$ cat config.mk
export PLATFORM = sky130hd
export DESIGN_NAME = mem_access_unit
export DESIGN_NICKNAME = d
export VERILOG_FILES = /design/src/rtl/mem_pkg.sv /design/src/rtl/load_extend.sv /design/src/rtl/mem_access_unit.sv
export SDC_FILE = /design/constraint.sdc
export NUM_CORES = 1
export LEC_CHECK = 0
export CAP_MARGIN = 30
export CORE_ASPECT_RATIO = 0.6
export CORE_MARGIN = 3
export CORE_UTILIZATION = 43
export CTS_CLUSTER_DIAMETER = 150
export DETAILED_ROUTE_END_ITERATION = 16
export PLACE_DENSITY = 0.77
export SETUP_SLACK_MARGIN = 0.15
export SYNTH_ARGS = -nofsm -noshare
export SYNTH_HDL_FRONTEND = slang
export SYNTH_SLANG_ARGS = --single-unit
$ cat constraint.sdc
create_clock -name clk -period 2.8 [get_ports clk]
set_input_delay 0.28 -clock clk [delete_from_list [all_inputs] [get_ports clk]]
set_output_delay 0.28 -clock clk [all_outputs]
set_load 0.05 [all_outputs]
$ cat src/rtl/mem_pkg.sv
// Shared definitions for the memory access unit.
// Holds the access-mode encodings, the MMIO trigger address and the FSM state
// enum, plus helpers that classify a request mode.
package mem_pkg;

    localparam logic [2:0] MODE_WORD  = 3'b001;
    localparam logic [2:0] MODE_HALF  = 3'b010;
    localparam logic [2:0] MODE_BYTE  = 3'b011;
    localparam logic [2:0] MODE_UHALF = 3'b100;
    localparam logic [2:0] MODE_UBYTE = 3'b101;

    localparam logic [31:0] MMIO_TRIGGER_ADDR = 32'h0000_0100;

    typedef enum logic [1:0] {
        IDLE   = 2'd0,
        ACCESS = 2'd1,
        RESP   = 2'd2
    } state_t;

    function automatic logic mode_legal(input logic [2:0] mode);
        return (mode == MODE_WORD) || (mode == MODE_HALF) || (mode == MODE_BYTE) ||
               (mode == MODE_UHALF) || (mode == MODE_UBYTE);
    endfunction

    // Index of the final byte beat for a legal, non-MMIO access.
    function automatic logic [1:0] mode_last_beat(input logic [2:0] mode);
        case (mode)
            MODE_WORD:              return 2'd3;
            MODE_HALF, MODE_UHALF:  return 2'd1;
            default:                return 2'd0;
        endcase
    endfunction

endpackage

$ cat src/rtl/load_extend.sv
// Combinational sign/zero extension of assembled load data.
// Ports:
//   mode - access mode of the load
//   raw  - little-endian assembled bytes (byte 0 in bits 7:0)
//   ext  - extended result; word mode (and anything else) passes raw through
module load_extend
    import mem_pkg::*;
#(
    parameter int WIDTH = 32
) (
    input  logic [2:0]       mode,
    input  logic [WIDTH-1:0] raw,
    output logic [WIDTH-1:0] ext
);

    always_comb begin
        ext = raw;
        case (mode)
            MODE_HALF:  ext = {{(WIDTH-16){raw[15]}}, raw[15:0]};
            MODE_BYTE:  ext = {{(WIDTH-8){raw[7]}}, raw[7:0]};
            MODE_UHALF: ext = {{(WIDTH-16){1'b0}}, raw[15:0]};
            MODE_UBYTE: ext = {{(WIDTH-8){1'b0}}, raw[7:0]};
            default:    ext = raw;
        endcase
    end

endmodule

$ cat src/rtl/mem_access_unit.sv
// Memory access unit: turns one pipeline load/store request into a sequence
// of single-byte memory beats (or one word beat inside the MMIO window) and
// returns a one-cycle response with extended load data.
// Ports:
//   clk, rst_n                      - clock, synchronous active-low reset
//   req_valid/req_ready             - request handshake (ready only in IDLE)
//   req_we, req_mode, req_addr, req_wdata - request payload
//   rsp_valid, rsp_rdata, rsp_err   - single-cycle response
//   mem_addr, mem_wd, mem_we, mem_mode - data memory command
//   mem_rd                          - combinational data memory read data
module mem_access_unit
    import mem_pkg::*;
#(
    parameter int WIDTH = 32
) (
    input  logic             clk,
    input  logic             rst_n,
    input  logic             req_valid,
    output logic             req_ready,
    input  logic             req_we,
    input  logic [2:0]       req_mode,
    input  logic [WIDTH-1:0] req_addr,
    input  logic [WIDTH-1:0] req_wdata,
    output logic             rsp_valid,
    output logic [WIDTH-1:0] rsp_rdata,
    output logic             rsp_err,
    output logic [WIDTH-1:0] mem_addr,
    output logic [WIDTH-1:0] mem_wd,
    output logic             mem_we,
    output logic [2:0]       mem_mode,
    input  logic [WIDTH-1:0] mem_rd
);

    localparam int NB = 4;
    localparam logic [WIDTH-1:0] MMIO_ADDR_W = WIDTH'(MMIO_TRIGGER_ADDR);

    state_t           state_reg;
    logic [WIDTH-1:0] addr_reg;
    logic [WIDTH-1:0] wdata_reg;
    logic [WIDTH-1:0] load_reg;
    logic [WIDTH-1:0] load_next;
    logic [WIDTH-1:0] load_ext;
    logic [WIDTH-1:0] rsp_rdata_reg;
    logic             we_reg;
    logic             mmio_reg;
    logic             rsp_valid_reg;
    logic             rsp_err_reg;
    logic [2:0]       mode_reg;
    logic [1:0]       beat_reg;
    logic [1:0]       last_beat_reg;
    logic             in_access;
    logic             req_is_mmio;
    logic [7:0]       wdata_byte [NB];
    logic [7:0]       load_byte  [NB];

    // Per-byte views: the store byte for each beat, and the load register with
    // the current beat's byte replaced by the memory read data.
    generate
        for (genvar gi = 0; gi < NB; gi++) begin : g_bytes
            assign wdata_byte[gi] = wdata_reg[8*gi +: 8];
            assign load_byte[gi]  = (beat_reg == 2'(gi)) ? mem_rd[7:0] : load_reg[8*gi +: 8];
        end
    endgenerate

    always_comb begin
        load_next = '0;
        if (mmio_reg) begin
            load_next = mem_rd;
        end else begin
            for (int i = 0; i < NB; i++) begin
                load_next[8*i +: 8] = load_byte[i];
            end
        end
    end

    load_extend #(.WIDTH(WIDTH)) u_load_extend (
        .mode (mode_reg),
        .raw  (load_next),
        .ext  (load_ext)
    );

    assign in_access   = (state_reg == ACCESS);
    assign req_ready   = (state_reg == IDLE);
    assign req_is_mmio = (req_addr[WIDTH-1:2] == MMIO_ADDR_W[WIDTH-1:2]);

    assign mem_addr = in_access ? (addr_reg + WIDTH'(beat_reg)) : '0;
    assign mem_mode = in_access ? (mmio_reg ? MODE_WORD : MODE_BYTE) : 3'b000;
    assign mem_wd   = in_access ? (mmio_reg ? wdata_reg : WIDTH'(wdata_byte[beat_reg])) : '0;
    // Gated by rst_n so a reset landing mid-store cannot commit the current beat.
    assign mem_we   = in_access & we_reg & rst_n;

    assign rsp_valid = rsp_valid_reg;
    assign rsp_err   = rsp_err_reg;
    assign rsp_rdata = rsp_rdata_reg;

    always_ff @(posedge clk) begin
        if (!rst_n) begin
            state_reg     <= IDLE;
            addr_reg      <= '0;
            wdata_reg     <= '0;
            load_reg      <= '0;
            rsp_rdata_reg <= '0;
            we_reg        <= 1'b0;
            mmio_reg      <= 1'b0;
            rsp_valid_reg <= 1'b0;
            rsp_err_reg   <= 1'b0;
            mode_reg      <= 3'b000;
            beat_reg      <= 2'd0;
            last_beat_reg <= 2'd0;
        end else begin
            rsp_valid_reg <= 1'b0;
            rsp_err_reg   <= 1'b0;
            rsp_rdata_reg <= '0;
            case (state_reg)
                IDLE: begin
                    if (req_valid) begin
                        addr_reg      <= req_addr;
                        wdata_reg     <= req_wdata;
                        we_reg        <= req_we;
                        mode_reg      <= req_mode;
                        mmio_reg      <= req_is_mmio;
                        last_beat_reg <= req_is_mmio ? 2'd0 : mode_last_beat(req_mode);
                        beat_reg      <= 2'd0;
                        load_reg      <= '0;
                        if (!mode_legal(req_mode)) begin
                            state_reg     <= RESP;
                            rsp_valid_reg <= 1'b1;
                            rsp_err_reg   <= 1'b1;
                        end else begin
                            state_reg <= ACCESS;
                        end
                    end
                end
                ACCESS: begin
                    if (!we_reg) begin
                        load_reg <= load_next;
                    end
                    if (beat_reg == last_beat_reg) begin
                        // Response data is built from load_next so the final
                        // beat's byte is included without an extra cycle.
                        state_reg     <= RESP;
                        rsp_valid_reg <= 1'b1;
                        rsp_rdata_reg <= we_reg ? '0 : (mmio_reg ? load_next : load_ext);
                    end else begin
                        beat_reg <= beat_reg + 2'd1;
                    end
                end
                RESP: begin
                    state_reg <= IDLE;
                end
                default: begin
                    state_reg <= IDLE;
                end
            endcase
        end
    end

endmodule

* Yosys cells after proc, flatten, opt, wreduce, memory -nomap -nowiden
Cells that the tools add are included.
W data, S select, Z words.
** Storage, ports and cells
- Bits of input ports :: 103
- Register bits after elaboration :: 141
- Latch bits :: 0
- Bits in writable memories :: 0
- Word-level logic and storage cells :: 85
- Memories :: 0
- Bits in read-only memories :: 0
- Output and inout port bits :: 103
** Cells by class
- Shift operators :: 0
- $mul :: 0
- Bitwise operators :: 6
- Reductions and logical operators :: 14
- Add/sub/neg operators :: 2
- Divide/modulo/power cells :: 0
- $lt $le $gt $ge :: 1
- Multiplexer cells :: 31
- Equality and inequality tests :: 19
** Operators by type and width (count)
- $mux W32 :: 7
- $pmux W32 S4 :: 1
- $pmux W32 S2 :: 1
- $mux W8 :: 6
- $add A32 B2 Y32 :: 1
- $eq A30 B7 Y1 const B :: 1
- $bmux W8 S2 :: 1
- $mux W2 :: 8
- $eq A3 B2 Y1 const B :: 4
- $eq A3 B3 Y1 const B :: 4
- $pmux W2 S2 :: 3
- $ne A2 B2 Y1 const B :: 3
- $reduce_and A2 Y1 :: 3
- $reduce_and A3 Y1 :: 2
- $eq A2 B1 Y1 const B :: 2
- $eq A2 B2 Y1 const B :: 2
- $logic_not A2 Y1 :: 2
- $logic_or A1 B1 Y1 :: 4
- $reduce_or A4 Y1 :: 1
- $eq A3 B1 Y1 const B :: 1
- $ge A3 B3 Y1 const B :: 1
- $mux W1 :: 3
- $not A1 Y1 :: 3
- $not A2 Y3 :: 1
- other kinds (7) :: 8

* Longest topological paths before layout
- Word-level depth :: 8
- Mapped depth :: 10
- Mapped depth without buffers :: 6

* Hierarchy
From an unflattened synthesis, not the netlist that was laid out.
** Unflattened totals
- Cells, all modules :: 930
- Area, all modules :: 7484.7 µm²
** By module, submodules not included
- mem_access_unit :: area each 7084.3 µm², times used 1, cells an instance 854, sequential area each 2822.7 µm²
- load_extend :: area each 400.4 µm², times used 1, cells an instance 76, sequential area each 0.0 µm²

* Least setup slack after synthesis
Ideal clock, no wire load.
- Path type :: reg2out
- From :: reg beat_reg[0]
- To :: out mem_addr[24]
- Buffers on the path :: 2
- Cell stages (with the launch flop) :: 9
- Arrival :: 2.767 ns
- Data required time :: 2.520 ns
- Slack :: -0.247 ns
- Cell sequence :: dfxtp_1 -> ha_1 -> fa_1 -> and4_1 -> clkbuf_1 -> nand3_1 -> clkbuf_1 -> or4_1 -> a21oi_1
** Between the ends
- Cells in the longest elaborated chain, start to end :: 2
** Ends and longest elaborated chain
- start: declaration :: RTL line mem_access_unit.sv:49 : logic [1:0] beat_reg;
- start signal: assignment :: RTL line mem_access_unit.sv:145 : beat_reg <= beat_reg + 2'd1;
- $add A32 B2 Y32 :: RTL line mem_access_unit.sv:86 : assign mem_addr = in_access ? (addr_reg + WIDTH'(beat_reg)) : '0;
- $mux W32 :: RTL line mem_access_unit.sv:86
- end: declaration :: RTL line mem_access_unit.sv:27 : output logic [WIDTH-1:0] mem_addr,
No other way between the ends.

* Worst setup path after layout
- From :: reg addr_reg[1]
- To :: out mem_addr[27]
** Between the ends
- Cells in the longest elaborated chain, start to end :: 2
** Ends and longest elaborated chain
- start: declaration :: RTL line mem_access_unit.sv:38 : logic [WIDTH-1:0] addr_reg;
- start signal: assignment :: RTL line mem_access_unit.sv:117 : addr_reg <= req_addr;
- $add A32 B2 Y32 :: RTL line mem_access_unit.sv:86
- $mux W32 :: RTL line mem_access_unit.sv:86
No other way between the ends.

==> results list <==
* Largest clock skew in the final design: 0.00914 ns
- Time the final worst path needs with I/O delays and setup: 2.78 ns
- Area of the mapped netlist: 6890 sq um
- Yosys mapped the design onto 54 distinct sky130hd cell types.
- After global routing the overflow that remains totals 0.
* Pin count of the biggest net entering global routing: 78
- Once detailed placement completed, the half-perimeter wirelength came to 16100 um.
- CTS root buf: clkbuf_16
* Maximum frequency from static timing analysis: 360 MHz
* Sequential share of the synthesized area: 41.0%
- Via count of the first global-routing pass: 6622
* Critical-path cell with the highest stage delay: or4_4
- Relative to the synthesized area, the layout overhead comes to 53.4%.
- Flops & latches, synth: 141
- Among all flip-flop cells after synthesis, the most frequent one is dfxtp_1.
* Final Instance Area: 10600 sq um
* TritonCTS buffer count: 17
- Worst vdd rail ir drop: 0.465 mV
- The die is 169 um wide.
* Buf/Inv on CP: 1
- Once detail routing completed, the nets flagged for antenna violations numbered 0.
- The initial antenna violation count came to 0.
- The endpoint identified for the worst register-to-register timing path is rsp_rdata[15].
* Count of standard-cell rows: 35
- Die footprint: 17600 sq um
* Required arrival time at the worst endpoint: 2.52 ns
- For the final routed database, the setup TNS stands at 0 ns.
* Post-detailed-route DRC marker count: 0
- Cell count after synthesis: 896
- The detailed router finished its first iteration with 735 violations.
- Crit path launch type: flip-flop
* Cell area power density: 487 nW/um^2
- Std-Cell Core Area: 15500 sq um
- Hold Path Cell Cnt: 3
- Clock-pin slew was measured on the worst setup and hold paths at 0.06 ns.
- Routability-driven placement finished with a final weighted congestion of 0.873.
* Number of buffers inserted by port buffering: 204
* Tcrit/Tclk final: 99.1%
- In this run, synthesis inferred 0 flip-flops with an integrated enable.
- The final route contains 7331 vias.
* Net Count, Synth: 1006
- Grouping stages by cell kind, the critical path spends the most delay in simple AND/OR/NAND/NOR gates.
- Net switching power of the design: 1.35 mW
- In this run the tightest slew margin relative to its limit is 42.9%.
* Number of hold-slack violations in the final timing report: 0
- The signal on the critical path passes through ha_4, a21oi_4, or4_4, or4_4, a21oi_4, buf_12.
- Setup Crit Path Kind: flip-flop to primary output
- Dividing the synthesized area by the synthesized cell count gives 7.68 sq um.
- Total placed instance area: 9610 sq um
* Diode count: 0
- Latest clock arrival within the worst-skew pair: 0.41 ns
- Counting along the longest clock path gives a buffer depth of 2.
- Setup-failing EPs final: 0
- Tot GR Track Use: 25.3%
- Global-route wire length before repair: 36200 um
- Initial core utilization: 44.4%
- Total iterations of the first detailed-routing run: 5
- The number of pins exceeding their max-slew limit in the final report came to 0.
* Level count of the clock H-tree: 4
- Critical hold path startpoint: req_wdata[12]
- Net switching is 26.2% of the power.
* Arrival time of the worst setup path: 2.50 ns
- Average wire per standard cell: 18.4 um
- The worst register-to-register path begins at beat_reg[0].
- Gate power share: 13.5%
- Setup slack on the worst flop-to-flop path: 0.35 ns
- Internal power comes to 3.80 mW.
* CP max stage delay: 0.60 ns
* Leakage power figure: 3.83 nW
* Top Ports: 206
* Relative contribution of sequential cells to total power: 42.5%
- TritonCTS built the clock tree.
* Endpoint of the worst hold-timing path: wdata_reg[12]
- Net total in the final layout: 1192
* Synth async-reset ratio: 0%
- Drt via density: 5.66
- Outcome: complete, no violations
- Counting cells, the worst reg-to-reg path comes to 7.
- Die Height: 104 um
- Post-detailed-routing wire length: 23800 um
- Critical Path Fanout Max: 6
- The clock network accounts for 44.0% of the total power.
* Hold/Removal Path Class: primary input to flip-flop
- Number of clock sinks: 141
- Setup repair after global routing could not meet its margin everywhere.
- Setup crit end kind: primary output
- In the final layout, the share of cells above drive strength 1 is 18.2%.
- Actual transition at the worst max-transition pin: 0.857 ns
* Yosys warns: 0
- The tool flagged a number of max-cap violations equal to 0.
[tightest hold or removal path: cells and delay by family]
kind                   cells  cell delay, ns
buffers and inverters      1            0.39
and+or+nand+nor            1            0.06
AOI/OAI and AO/OA          1            0.05
[logic make-up (layout without fill, tap and decap cells)]
kind of cell	after synthesis	after routing	synth area share (%)
adders and majority gates	7	7	1.38
DFF	141	141	41.0
other	1	1	0.0545
muxes	34	34	6.41
and+or+nand+nor	398	401	26.7
buffers and inverters	77	271	4.51
xor gates and xnor gates	14	14	1.78
AOI/OAI and AO/OA	224	224	18.2
[power groups by stage]
stage	Clock, mW	Sequential, mW	Combinational [mW]
3_5_place_dp	0	2.22	0.672
5_1_grt	2.37	2.20	0.749
6_report	2.26	2.19	0.696
4_1_cts	2.28	2.18	0.686
3_3_place_gp	0	2.22	0.665
2_1_floorplan	0	2.21	0.350
[synth_stat cells (all sizes together) (2+ instances only)]
| master | count | share of area, % |
|---|---|---|
| ha | 6 | 1.1 |
| o21a | 2 | 0.22 |
| nor4 | 9 | 0.82 |
| buf | 13 | 1.0 |
| a21oi | 136 | 9.9 |
| and3 | 27 | 2.5 |
| nand2 | 209 | 11 |
| a22o | 8 | 1.0 |
| nand3 | 11 | 0.80 |
| o22ai | 2 | 0.18 |
| o31ai | 13 | 1.4 |
| nand2b | 5 | 0.45 |
| dfxtp | 141 | 41 |
| clkbuf | 55 | 3.0 |
| o211a | 2 | 0.29 |
| a22oi | 5 | 0.55 |
| xor2 | 9 | 1.1 |
| or2 | 2 | 0.18 |
| mux2i | 25 | 3.6 |
| or3 | 5 | 0.45 |
| and2 | 22 | 2.0 |
| and4 | 5 | 0.64 |
| mux4 | 8 | 2.6 |
| xnor2 | 5 | 0.64 |
| or4 | 15 | 1.7 |
| nor3 | 7 | 0.51 |
| inv | 8 | 0.44 |
| nor2 | 64 | 3.5 |
| o21ai | 46 | 3.3 |
| o2111ai | 2 | 0.25 |
| nand4 | 11 | 1.1 |
[final cells by class]
type,instances,area [sq um]
Tap cell,203,254
Timing Repair Buffer,232,2760
Multi-Input combinational cell,681,4090
Clock inverter,12,146
Fill cell,1229,4940
Sequential cell,141,2840
Clock buffer,18,439
Inverter,9,33.8
[worst max-delay path by stage]
stage	from	end	slack [ns]	cells after the start
after detailed placement	addr_reg[0]	mem_addr[22]	0.14	7
after floorplan	beat_reg[0]	mem_addr[24]	0.06	8
after CTS	addr_reg[1]	mem_addr[27]	-0.01	6
after global placement	addr_reg[0]	mem_addr[20]	0.22	7
final	addr_reg[1]	mem_addr[27]	0.02	6
after global routing	addr_reg[23]	mem_addr[31]	-0.05	5
[stage by stage]
| stage | setup slack, ns | total power [mW] | util [%] | std cells | hold WS (ns) |
|---|---|---|---|---|---|
| floorplan | 0.0623 | 2.56 | - | 896 | 0.413 |
| global placement | 0.220 | 2.88 | 62.0 | 1253 | 0.432 |
| detailed placement | 0.141 | 2.89 | 62.0 | 1253 | 0.441 |
| CTS | -0.0139 | 5.15 | 67.5 | 1294 | 0.402 |
| global route | -0.0503 | 5.32 | 68.1 | 1296 | 0.414 |
| finish | 0.0249 | 5.15 | 68.1 | 1296 | 0.419 |
[what timing repair did]
action,CTS,global route
hold buffers,0,0
pin swaps,27,12
gates cloned,2,1
endpoints found under the setup margin,19,30
hold endpoints to repair,0,0
setup buffers,9,1
resized for setup,42,18
[routing by layer]
layer	share of wire, %	GRT usage (%)	vias to the layer above
met5	0	0	-
met4	1.4	5.43	0
met3	11	8.51	36
met2	43	37.1	352
met1	45	36.3	3461
li1	-	-	3482
[placed cells by master, fill, tap and decap left out, drive strengths merged, types with 10 or more instances in the layout]
| cell type | Yosys | layout |
|---|---|---|
| mux2i | 25 | 25 |
| nor2 | 64 | 64 |
| o31ai | 13 | 13 |
| nand3 | 11 | 12 |
| dfxtp | 141 | 141 |
| nand2 | 209 | 209 |
| nand4 | 11 | 11 |
| or4 | 15 | 17 |
| and2 | 22 | 22 |
| inv | 8 | 10 |
| buf | 13 | 93 |
| and3 | 27 | 27 |
| o21ai | 46 | 46 |
| a21oi | 136 | 136 |
| clkbuf | 55 | 18 |
| clkdlybuf4s50 | 0 | 139 |
Note: power is estimated with default switching activity, not from simulation.
